<file path="src/rtl/risc_imem.sv">
// risc_imem: instruction memory plus program loader for the RISC instruction
// unit. A host streams DATA_W-bit words in through a valid/ready load port;
// once loaded, every fetch request returns mem[pc] one cycle later.
//
// Ports:
//   i_clk, i_rst        clock, synchronous active-high reset
//   i_load_start        begin a (re)load at address 0 (IDLE or RUN only)
//   i_load_valid        i_load_data is valid this cycle
//   i_load_last         marks the final word (only meaningful with valid)
//   i_load_data         instruction word to store
//   o_load_ready        high while in LOAD
//   o_load_done         one-cycle pulse the cycle after the load ends
//   o_load_count        number of words in the current program (0..DEPTH)
//   i_fetch_en, i_pc    fetch request and address (RUN only)
//   o_instruction       fetched word (holds between fetches)
//   o_instr_valid       o_instruction was updated by a fetch this cycle
//   o_fetch_err         one-cycle pulse: fetched address beyond program
//   o_busy              high while in LOAD
//   o_state             current FSM state (IDLE=0, LOAD=1, RUN=2)
//
// Load handshake: a word transfers on every rising edge where the block is in
// LOAD (o_load_ready=1) and i_load_valid=1. i_load_valid may be held low for
// any number of cycles; the load simply stalls.
module risc_imem #(
  parameter int DATA_W = 13,
  parameter int ADDR_W = 5,
  parameter int DEPTH  = 32
) (
  input  logic              i_clk,
  input  logic              i_rst,
  input  logic              i_load_start,
  input  logic              i_load_valid,
  input  logic              i_load_last,
  input  logic [DATA_W-1:0] i_load_data,
  output logic              o_load_ready,
  output logic              o_load_done,
  output logic [ADDR_W:0]   o_load_count,
  input  logic              i_fetch_en,
  input  logic [ADDR_W-1:0] i_pc,
  output logic [DATA_W-1:0] o_instruction,
  output logic              o_instr_valid,
  output logic              o_fetch_err,
  output logic              o_busy,
  output logic [1:0]        o_state
);

  typedef enum logic [1:0] {
    S_IDLE = 2'd0,
    S_LOAD = 2'd1,
    S_RUN  = 2'd2
  } state_t;

  state_t            r_state;
  state_t            w_next;
  logic [ADDR_W-1:0] r_wptr;
  logic [ADDR_W:0]   r_load_count;
  logic              r_load_done;
  logic [DATA_W-1:0] r_instruction;
  logic              r_instr_valid;
  logic              r_fetch_err;
  logic [DATA_W-1:0] r_mem [DEPTH];

  logic w_accept;
  logic w_load_end;
  logic w_start;
  logic w_fetch;
  logic w_in_range;

  assign w_accept   = (r_state == S_LOAD) && i_load_valid;
  // The DEPTH-th word ends the load even without load_last; wptr then wraps.
  assign w_load_end = w_accept && (i_load_last || (r_wptr == ADDR_W'(DEPTH - 1)));
  assign w_start    = i_load_start && ((r_state == S_IDLE) || (r_state == S_RUN));
  // A reload request wins over a simultaneous fetch; that fetch is dropped.
  assign w_fetch    = (r_state == S_RUN) && i_fetch_en && !i_load_start;
  assign w_in_range = ({1'b0, i_pc} < r_load_count);

  // State register
  always_ff @(posedge i_clk) begin
    if (i_rst) begin
      r_state <= S_IDLE;
    end else begin
      r_state <= w_next;
    end
  end

  // Next-state logic
  always_comb begin
    w_next = r_state;
    case (r_state)
      S_IDLE:  if (i_load_start) w_next = S_LOAD;
      S_LOAD:  if (w_load_end)   w_next = S_RUN;
      S_RUN:   if (i_load_start) w_next = S_LOAD;
      default: w_next = S_IDLE;
    endcase
  end

  // Loader bookkeeping
  always_ff @(posedge i_clk) begin
    if (i_rst) begin
      r_wptr       <= '0;
      r_load_count <= '0;
      r_load_done  <= 1'b0;
    end else begin
      r_load_done <= w_load_end;
      if (w_start) begin
        r_wptr       <= '0;
        r_load_count <= '0;
      end else if (w_accept) begin
        r_wptr       <= r_wptr + 1'b1;
        r_load_count <= r_load_count + 1'b1;
      end
    end
  end

  // Storage array: never cleared, written only by accepted load words.
  always_ff @(posedge i_clk) begin
    if (w_accept && !i_rst) begin
      r_mem[r_wptr] <= i_load_data;
    end
  end

  // Fetch path: one-cycle read latency, out-of-range reads return a NOP.
  always_ff @(posedge i_clk) begin
    if (i_rst) begin
      r_instruction <= '0;
      r_instr_valid <= 1'b0;
      r_fetch_err   <= 1'b0;
    end else begin
      r_instr_valid <= 1'b0;
      r_fetch_err   <= 1'b0;
      if (w_start) begin
        r_instruction <= '0;
      end else if (w_fetch) begin
        r_instr_valid <= 1'b1;
        if (w_in_range) begin
          r_instruction <= r_mem[i_pc];
        end else begin
          r_instruction <= '0;
          r_fetch_err   <= 1'b1;
        end
      end
    end
  end

  assign o_load_ready  = (r_state == S_LOAD);
  assign o_busy        = (r_state == S_LOAD);
  assign o_load_done   = r_load_done;
  assign o_load_count  = r_load_count;
  assign o_instruction = r_instruction;
  assign o_instr_valid = r_instr_valid;
  assign o_fetch_err   = r_fetch_err;
  assign o_state       = r_state;

endmodule

</file>
<file path="config.mk">
export PLATFORM = sky130hd
export DESIGN_NAME = risc_imem
export DESIGN_NICKNAME = d
export VERILOG_FILES = /design/src/rtl/risc_imem.sv
export SDC_FILE = /design/constraint.sdc
export NUM_CORES = 1
export LEC_CHECK = 0
export CAP_MARGIN = 20
export CORE_UTILIZATION = 45
export CTS_BUF_LIST = sky130_fd_sc_hd__clkbuf_4 sky130_fd_sc_hd__clkbuf_8
export DETAILED_ROUTE_END_ITERATION = 10
export PLACE_DENSITY = 0.73
export REMOVE_ABC_BUFFERS = 1
export SLEW_MARGIN = 10
export SYNTH_ARGS = -nofsm -noshare
export SYNTH_HDL_FRONTEND = slang
export SYNTH_SLANG_ARGS = --single-unit
</file>
<file path="constraint.sdc">
create_clock -name i_clk -period 4 [get_ports i_clk]
set_clock_uncertainty 0.1 [all_clocks]
set_input_delay 0.6 -clock i_clk [delete_from_list [all_inputs] [get_ports i_clk]]
set_output_delay 0.6 -clock i_clk [all_outputs]
set_load 0.02 [all_outputs]
</file>
==> metrics, run 1 <==
status=complete, no violations; register area share after synthesis=0.7474; Final ANT Viol Nets=0; global route overflow=0; Yosys reg bits=around 450; area of the mapped netlist=17490 µm²; syn_area_per_cell=~17 µm²; clk sinks=445; Synth top cells by count=edfxtp_1, mux2i_1, a22oi_1; CTS buffer count=70; setup TNS=0 ns; height of the die=199.2 µm; fill cell count=2993; root buffer cell=clkbuf_8; fmax=between 300 and 400 MHz; pwr dens=roughly 460 nW/µm²; most common cell in the netlist=edfxtp_1; Skew-Pair Late Insertion Delay=roughly 0.58 ns; area of the core=about 38000 µm²; number of global-route vias before repair=roughly 10000; initial antenna violation count=1; Worst Setup End Kind=register; PostCTS Resize Cnt=0; IR drop worst, VDD=about 0.00024 V; DR WL/cell=23.99 µm; Hold WC Path Type=register to register; P_leak=~7.1 nW; top post-synthesis cells by area=edfxtp_1, mux2i_1, a22oi_1; Distinct cells, synth=35; critical path type=input port to register; Synth top area share=0.7142; Vias/cell=approximately 5.7; critical path required time=around 4.4 ns; Hold Buf Count CTS=0; share of layout cells above drive strength 1=0.1617; Startpoint Class=input port; R2R setup slack=~1.6 ns; Worst slew margin=0.3509; critical path peak fanout=26; final hold viol count=0; Routed Wire Length=between 40000 and 50000 µm; Initial Utilization=0.4611; max-cap viol count=0; CTS clk-pin slew, worst paths=about 0.060 ns; input/output buffers=about 50; TritonRoute pass-1 iters=5; clk buf depth=3; Slew @ Worst Pin=around 1 ns; gpl congestion=0.8673; layout net count=1184; Synth area leader=edfxtp_1; H-tree lvl count=3; Site Rows=71; total die area=between 30000 and 40000 µm²; Placed Cells=1589; die width=about 200 µm; Synth async-reset ratio=0; Layout Cells excl Fill=approximately 1700; final period utilization=0.7280; GRT Total Usage=0.2110; DR iter-0 viols=around 1100; Ports=50; TritonCTS clock tree=built; Max Transition Viols Final=0; number of synthesized flops with an enable pin=around 420; Synth-to-Final Area Change=15.89%; postcts setup bufs=0; Main synth FF type=edfxtp_1; HPWL after DPL=24440 µm; yosys warns=0; # setup viols final=0; Hold WS=~0.42 ns; RSZ-0062 raised after global routing=false; Post-Syn Instances=1029; post-route DRC violation count=0; Vias=about 9800; pin count of the biggest net entering global routing=77; first-pass GRT wire length=60370 µm; CP arrival=roughly 3.3 ns; minimum clock period=around 2.9 ns
==> layout make-up <==
type                       count  area [µm²]  share of cell area
multi-input combinational    519        4076              0.2011
clock buffer                 111        1353             0.06672
tap                          511       639.4             0.03154
clock inverter                17       90.09            0.004444
inverter                       7       26.28            0.001296
sequential                   445       13070              0.6449
timing repair buffer         107        1011             0.04987
antenna                        1       2.502           0.0001234
==> registers in the layout, summed over array words and instances, names as in the netlist <==
signal         flops
o_instr_valid      1
o_load_done        1
o_instruction     13
r_wptr             5
o_state            2
o_fetch_err        1
r_mem            416
o_load_count       6
==> placed cells by master, fill, tap and decap left out, types with 3 or more instances in the layout <==
cell type and count:
mux2i_1 208, a22o_1 13, clkbuf_4 28, dfxtp_1 29, nand2b_1 5, ha_1 10, xnor2_1 4, clkdlybuf4s50_1 45
nand2_1 21, buf_4 50, a22oi_1 104, xor2_1 3, a21oi_1 60, buf_12 7, buf_2 3, or2_2 3
nor2b_1 5, nor2_1 44, inv_1 7, clkinv_2 7, nand3_1 6, edfxtp_1 416, clkbuf_8 83, nor4_1 13
clkinv_1 6
==> metrics by stage <==
stage	worst slack [ns]	utilization	cell area, µm²	power [mW]
after global routing	1.048	0.5343	20270	9.677
after CTS	1.186	0.5347	20280	9.464
after detailed placement	0.5975	0.4967	18840	5.652
final	1.088	0.5344	20270	9.396
after floorplan	0.7244	-	17130	5.378
after global placement	0.6476	0.4961	18820	5.641
==> path summary, 6_finish.rpt <==
kind                                      from                            end  depth (start not counted)
setup / recovery                       i_pc[2]  o_instruction[5]$_SDFFE_PP0P_                          7
hold / removal    o_load_count[1]$_SDFFE_PP0P_   o_load_count[1]$_SDFFE_PP0P_                          2
setup reg to reg       o_state[0]$_SDFFE_PP0P_        r_mem[11][10]$_DFFE_PP_                          5
hold reg to reg   o_load_count[1]$_SDFFE_PP0P_   o_load_count[1]$_SDFFE_PP0P_                          2
==> critical path, cell delays in order <==
cell             delay [ns]
clkdlybuf4s50_1        0.65
nor2b_4                0.67
buf_12                 0.27
a22oi_1                0.12
a21oi_1                0.58
nor4_1                 0.14
a22o_1                 0.20
==> metal layers <==
metal | global-route usage | wire [µm] | up-vias
met5 | 0.003831 | 0 | -
met1 | 0.2805 | 16770 | 4899
met4 | 0.08519 | 1229 | 0
met2 | 0.3353 | 19620 | 491
li1 | - | - | 4332
met3 | 0.04793 | 3584 | 89
==> kinds of logic after synthesis <==
family,count (synthesis),share of synthesized area
AOI/OAI and AO/OA,183,0.07067
xor gates and xnor gates,7,0.003505
adders and majority gates,10,0.007153
buffers and inverters,65,0.02196
DFF,445,0.7474
muxes,208,0.1190
and+or+nand+nor,111,0.03033
==> report_power, final <==
group / internal, mW / switching [mW] / leakage [nW]
clock: 2.15 / 1.69 / 0.771
sequential: 5.09 / 0.00435 / 3.97
combinational: 0.162 / 0.299 / 2.31
No activity file was read; power rests on OpenSTA's default activity.
==> run 2, diff against run 1 <==
--- a/config.mk
+++ b/config.mk
@@ -9,7 +9,7 @@
 export CORE_UTILIZATION = 45
 export CTS_BUF_LIST = sky130_fd_sc_hd__clkbuf_4 sky130_fd_sc_hd__clkbuf_8
 export DETAILED_ROUTE_END_ITERATION = 10
-export PLACE_DENSITY = 0.73
+export PLACE_DENSITY = 0.76
 export REMOVE_ABC_BUFFERS = 1
 export SLEW_MARGIN = 10
 export SYNTH_ARGS = -nofsm -noshare
==> constraint.sdc (replaced) <==
create_clock -name i_clk -period 2.5 [get_ports i_clk]
set_clock_uncertainty 0.1 [all_clocks]
set_input_delay 0.375 -clock i_clk [delete_from_list [all_inputs] [get_ports i_clk]]
set_output_delay 0.375 -clock i_clk [all_outputs]
set_load 0.02 [all_outputs]
==> metrics, run 2 (synthesized netlist as in run 1, its figures left out) <==
initial antenna violation count=1 (unchanged); clk sinks=445 (unchanged); CTS buffer count=71 (+1.4%); Synth-to-Final Area Change=19.13%; Cell Int Power=11.78 mW (+59%); Startpoint Class=register; Vias=9945 (+1.4%); number of diodes=0 (-1); Max Transition Viols Final=0 (unchanged); final period utilization=0.8935; minimum clock period=about 2.2 ns; clk buf depth=3 (unchanged); root buffer cell=clkbuf_8; overall power=15.02 mW (+60%); Clk pwr share=0.404 (-0.005); HPWL after DPL=25680 µm (+5.0%); Worst Setup SP=o_instruction[4]$_SDFFE_PP0P_; final hold viol count=0 (unchanged); TritonCTS clock tree=built; status=complete, no violations; slowest cell on the critical path=clkdlybuf4s50_1; global route overflow=0 (unchanged); Routed Wire Length=41270 µm (+0.15%); Vias/cell=5.651 (-1.1%); pwr dens=720.6 nW/µm² (+55%); FF-to-FF Start=o_state[0]$_SDFFE_PP0P_; TritonRoute pass-1 iters=6 (+1); r2r endpoint=r_mem[3][8]$_DFFE_PP_; input/output buffers=49 (unchanged); CP Capture Point=o_instruction[4]; crit-path max cell delay=0.69 ns (+0.02 ns); critical path required time=2.03 ns (-2.34 ns); area of the core=37930 µm² (unchanged); pin count of the biggest net entering global routing=41 (-47%); Worst Setup End Kind=output port; Slew @ Worst Pin=0.4737 ns (-0.5000 ns); sw power=3.239 mW (+63%); # setup viols final=0 (unchanged); Initial Utilization=0.4611 (unchanged); critical path type=register to output port; height of the die=199.2 µm (unchanged); Largest Register=r_mem; GRT Total Usage=0.2155 (+0.004508); share of layout cells above drive strength 1=0.1841 (+0.02246); max reg flops=416 (unchanged); CTS clk-pin slew, worst paths=0.06 ns (about the same); fmax=between 400 and 500 MHz; R2R setup slack=0.34 ns (-1.29 ns); CP arrival=1.76 ns (-1.52 ns); total die area=39660 µm² (unchanged); Site Rows=71 (unchanged); CP delay by family, top=buffers and inverters; Core Util, Final=0.5494 (+0.01498); layout net count=1235 (+4.3%); DR iter-0 viols=914 (-15%); first-pass GRT wire length=62200 µm (+3.0%); RSZ-0062 raised after global routing=false; Hold WC Path Type=input port to register; Worst slew margin=0.6842 (+0.3333); most frequent cells in the layout=edfxtp_1, mux2i_1, a22oi_1; IR drop worst, VDD=0.0004052 V (+68%); Final ANT Viol Nets=0 (unchanged); H-tree lvl count=3 (unchanged); Ports=50 (unchanged); crit path cell chain=clkdlybuf4s50_1; Sw Share=0.2157 (+0.003845); gpl congestion=0.8685 (+0.14%); commonest non-fill, non-tap cell in the layout=edfxtp_1; Worst R2R Path Depth=5 (unchanged); P_leak=7.343 nW (+4.1%); Reg power frac=0.543 (about the same); number of global-route vias before repair=10150 (+4.2%); Combinational Power Share=0.053 (+0.004); critical path peak fanout=2 (-92%); DR WL/cell=23.45 µm (-2.2%); Skew-Pair Late Insertion Delay=0.60 ns (+0.02 ns); post-route DRC violation count=0 (unchanged); CP Buf/Inv Count=1 (-1); max-cap viol count=0 (unchanged); WP depth=1 (-6); die width=199.2 µm (unchanged)
## run 2: changes by cell type in the layout (fill, tap and decap cells not counted), moves of 2 or more
cell,delta
clkinv_1,+6
buf_12,+20
clkbuf_8,-5
buf_2,-3
bufinv_16,+2
clkinv_2,+2
buf_4,+31
clkbuf_4,-11
## run 2: what timing repair did
action                                  in CTS  in global routing
setup buffers                                0                  0
hold buffers                                 0                  0
endpoints found under the setup margin       2                  1
gates resized for setup                      2                  1
## run 2: worst min path at each step
stage,from,endpoint,slack [ns],cells past startpoint
6_report,i_load_last,o_load_done$_SDFF_PP0_,0.32,2
5_1_grt,i_load_last,o_load_done$_SDFF_PP0_,0.32,2
4_1_cts,i_load_last,o_load_done$_SDFF_PP0_,0.29,2
3_5_place_dp,o_load_count[1]$_SDFFE_PP0P_,o_load_count[1]$_SDFFE_PP0P_,0.40,2
3_3_place_gp,r_wptr[0]$_SDFFE_PP0P_,r_wptr[0]$_SDFFE_PP0P_,0.40,2
2_1_floorplan,i_rst,o_state[0]$_SDFFE_PP0P_,0.35,1
## run 2: stage by stage
stage | std cells | hold slack [ns] | setup slack, ns | instance area [µm²] | TNS [ns]
floorplan | 971 | 0.3474 | -0.5506 | 17130 | -124.53
global placement | 1639 | 0.3983 | -0.1293 | 19460 | -0.2031
detailed placement | 1639 | 0.4032 | -0.1277 | 19460 | -0.4171
CTS | 1760 | 0.2931 | 0.06104 | 20840 | 0
global route | 1760 | 0.3213 | 0.1995 | 20840 | 0
finish | 1760 | 0.3224 | 0.2663 | 20840 | 0
## run 2: per-layer routing
| layer | vias up | share of wire | global-route usage |
|---|---|---|---|
| met5 | - | 0 | 0 |
| li1 | 4423 | - | - |
| met1 | 4968 | 0.41 | 0.2823 |
| met3 | 98 | 0.086 | 0.05401 |
| met4 | 0 | 0.027 | 0.07949 |
| met2 | 456 | 0.48 | 0.3471 |
## run 2: cell type report
type                       count  area [µm²]
clock inverter                26       175.2
tap                          511       639.4
timing repair buffer         157        1645
multi-input combinational    519        4079
inverter                       7       26.28
sequential                   445       13070
fill                        2900       17090
clock buffer                  95        1201
## run 2: power by group through the flow
stage / Combinational, mW / Clock [mW] / Sequential, mW
CTS: 0.794 / 6.15 / 8.15
global placement: 0.777 / 0 / 8.31
detailed placement: 0.792 / 0 / 8.31
global route: 0.840 / 6.46 / 8.15
finish: 0.794 / 6.07 / 8.15
floorplan: 0.293 / 0 / 8.31
## run 2: worst register-to-register path, cell delays in order, from the launching register on
cell and delay [ns]:
dfxtp_1 0.44, nor2b_2 0.25, and2_1 0.22, nand2_1 0.32, nor2_1 0.23, buf_4 0.27
==> run 3, diff against run 2 <==
--- a/config.mk
+++ b/config.mk
@@ -6,12 +6,12 @@
 export NUM_CORES = 1
 export LEC_CHECK = 0
 export CAP_MARGIN = 20
-export CORE_UTILIZATION = 45
+export CORE_UTILIZATION = 57
 export CTS_BUF_LIST = sky130_fd_sc_hd__clkbuf_4 sky130_fd_sc_hd__clkbuf_8
 export DETAILED_ROUTE_END_ITERATION = 10
-export PLACE_DENSITY = 0.76
+export PLACE_DENSITY_LB_ADDON = 0.05
 export REMOVE_ABC_BUFFERS = 1
-export SLEW_MARGIN = 10
+export SLEW_MARGIN = 0
 export SYNTH_ARGS = -nofsm -noshare
 export SYNTH_HDL_FRONTEND = slang
 export SYNTH_SLANG_ARGS = --single-unit
==> metrics, run 3 (synthesized netlist as in run 1, its figures left out) <==
root buffer cell=clkbuf_8; Hold Buf Count CTS=0 (unchanged); # setup viols final=0 (unchanged); critical path type=register to output port; CTS buffer count=70 (-1.4%); Ports=50 (unchanged); postcts setup bufs=0 (unchanged); post-route DRC violation count=0 (unchanged); total die area=31390 µm² (-21%); pin count of the biggest net entering global routing=33 (-20%); clk buf depth=3 (unchanged); max reg flops=416 (unchanged); IR drop worst, VDD=0.0004957 V (+22%); DR WL/cell=25.31 µm (+8.0%); pwr dens=710.0 nW/µm² (-1.5%); layout net count=1253 (+1.5%); Startpoint Class=register; Vias/cell=5.990 (+6.0%); final period utilization=0.9581 (+0.06466); Initial Utilization=0.5855 (+0.1244); commonest non-fill, non-tap cell in the layout=edfxtp_1; CTS clk-pin slew, worst paths=0.06 ns (about the same); R2R setup slack=0.42 ns (+0.08 ns); Combinational Power Share=0.057 (+0.004); fill cell count=2034 (-30%); number of global-route vias before repair=9837 (-3.0%); status=complete, no violations; Worst Setup SP=o_state[0]$_SDFFE_PP0P_; input/output buffers=49 (unchanged); Site Rows=63 (-11%); Hold WC Path Type=input port to register; TritonCTS clock tree=built; Reg power frac=0.552 (+0.009); Hold WS=0.3524 ns (+0.03006 ns); FF-to-FF Start=o_state[0]$_SDFFE_PP0P_; global route overflow=0 (unchanged); Vias=9944 (-0.010%); height of the die=177.2 µm (-11%); PostCTS Resize Cnt=0 (-2); fmax=417.5 MHz (-6.7%); sw power=3.192 mW (-1.4%); Synth-to-Final Area Change=18.92%; minimum clock period=2.395 ns (+0.1617 ns); final hold viol count=0 (unchanged); Worst slew margin=0.6438 (-0.04038); TritonRoute pass-1 iters=4 (-2); Cell Int Power=11.58 mW (-1.7%); Slew @ Worst Pin=0.5343 ns (+0.06057 ns); WHS Path Cells=2 (unchanged); clk sinks=445 (unchanged); max-cap viol count=0 (unchanged); Sw Share=0.2162 (+0.0004572); Clk pwr share=0.391 (-0.013); Largest Register=r_mem; P_leak=7.400 nW (+0.77%); Max Transition Viols Final=0 (unchanged); first-pass GRT wire length=61190 µm (-1.6%); GRT Total Usage=0.2758 (+0.06030); most frequent cells in the layout=edfxtp_1, mux2i_1, a22oi_1; r2r endpoint=r_mem[30][2]$_DFFE_PP_; CP Capture Point=o_busy; Worst R2R Path Depth=5 (unchanged); Final ANT Viol Nets=0 (unchanged); Layout Cells excl Fill=1660 (-5.7%); Skew-Pair Late Insertion Delay=0.59 ns (about the same); DR iter-0 viols=846 (-7.4%); area of the core=29870 µm² (-21%); die width=177.2 µm (-11%); Routed Wire Length=42020 µm (+1.8%); CP arrival=1.92 ns (+0.16 ns); HPWL after DPL=26210 µm (+2.1%); RSZ-0062 raised after global routing=false; gpl congestion=0.8391 (-3.4%); critical path peak fanout=6 (+4); H-tree lvl count=3 (unchanged); share of layout cells above drive strength 1=0.1954 (+0.01128); Worst Setup End Kind=output port; Placed Cells=1537 (-6.2%); critical path required time=2.03 ns (about the same); initial antenna violation count=2 (+1)
## run 3: worst max-delay path, stage by stage, from the launching register on
cell	delay [ns]
dfxtp_1	0.43
nor2b_1	0.18
buf_4	0.14
clkdlybuf4s50_1	0.60
## run 3: final cells by class
| type | instances | area [µm²] | share of cell area |
|---|---|---|---|
| Inverter | 7 | 26.28 | 0.001263 |
| Clock buffer | 99 | 1200 | 0.05768 |
| Sequential cell | 445 | 13070 | 0.6284 |
| Multi-Input combinational cell | 519 | 4076 | 0.1960 |
| Timing Repair Buffer | 176 | 1824 | 0.08770 |
| Clock inverter | 23 | 111.4 | 0.005353 |
| Antenna cell | 1 | 2.502 | 0.0001203 |
| Tap cell | 390 | 488.0 | 0.02346 |
## run 3: worst min-delay path by stage
stage	startpoint	endpoint	slack [ns]
floorplan	i_rst	o_state[0]$_SDFFE_PP0P_	0.35
global placement	o_instruction[11]$_SDFFE_PP0P_	o_instruction[11]$_SDFFE_PP0P_	0.40
detailed placement	o_instruction[1]$_SDFFE_PP0P_	o_instruction[1]$_SDFFE_PP0P_	0.41
CTS	i_load_last	o_load_done$_SDFF_PP0_	0.34
global route	i_load_last	o_load_done$_SDFF_PP0_	0.37
finish	i_load_last	o_load_done$_SDFF_PP0_	0.35
## run 3: power by group through the flow
stage          logic [mW]  clock network, mW  registers (mW)
3_5_place_dp        0.831                  0            8.31
4_1_cts             0.833               5.89            8.15
2_1_floorplan       0.293                  0            8.31
3_3_place_gp        0.820                  0            8.31
6_report            0.835               5.78            8.15
5_1_grt             0.888               6.18            8.15
## run 3: per-layer routing
metal,routed length (µm),vias to the layer above,track usage
met4,1447,2,0.1131
li1,-,4454,-
met1,17740,5012,0.3697
met5,13,-,0
met2,19600,386,0.4305
met3,3220,90,0.07131
## run 3: metrics by stage
stage,total power [mW],setup TNS (ns),setup WS [ns],cell area [µm²],utilization
finish,14.77,0,0.1047,20800,0.6963
global route,15.21,0,0.01383,20800,0.6962
CTS,14.88,0,0.08644,20800,0.6962
detailed placement,9.138,-1.396,-0.2696,19490,0.6523
global placement,9.127,-0.8352,-0.2171,19490,0.6523
floorplan,8.605,-124.53,-0.5506,17130,-
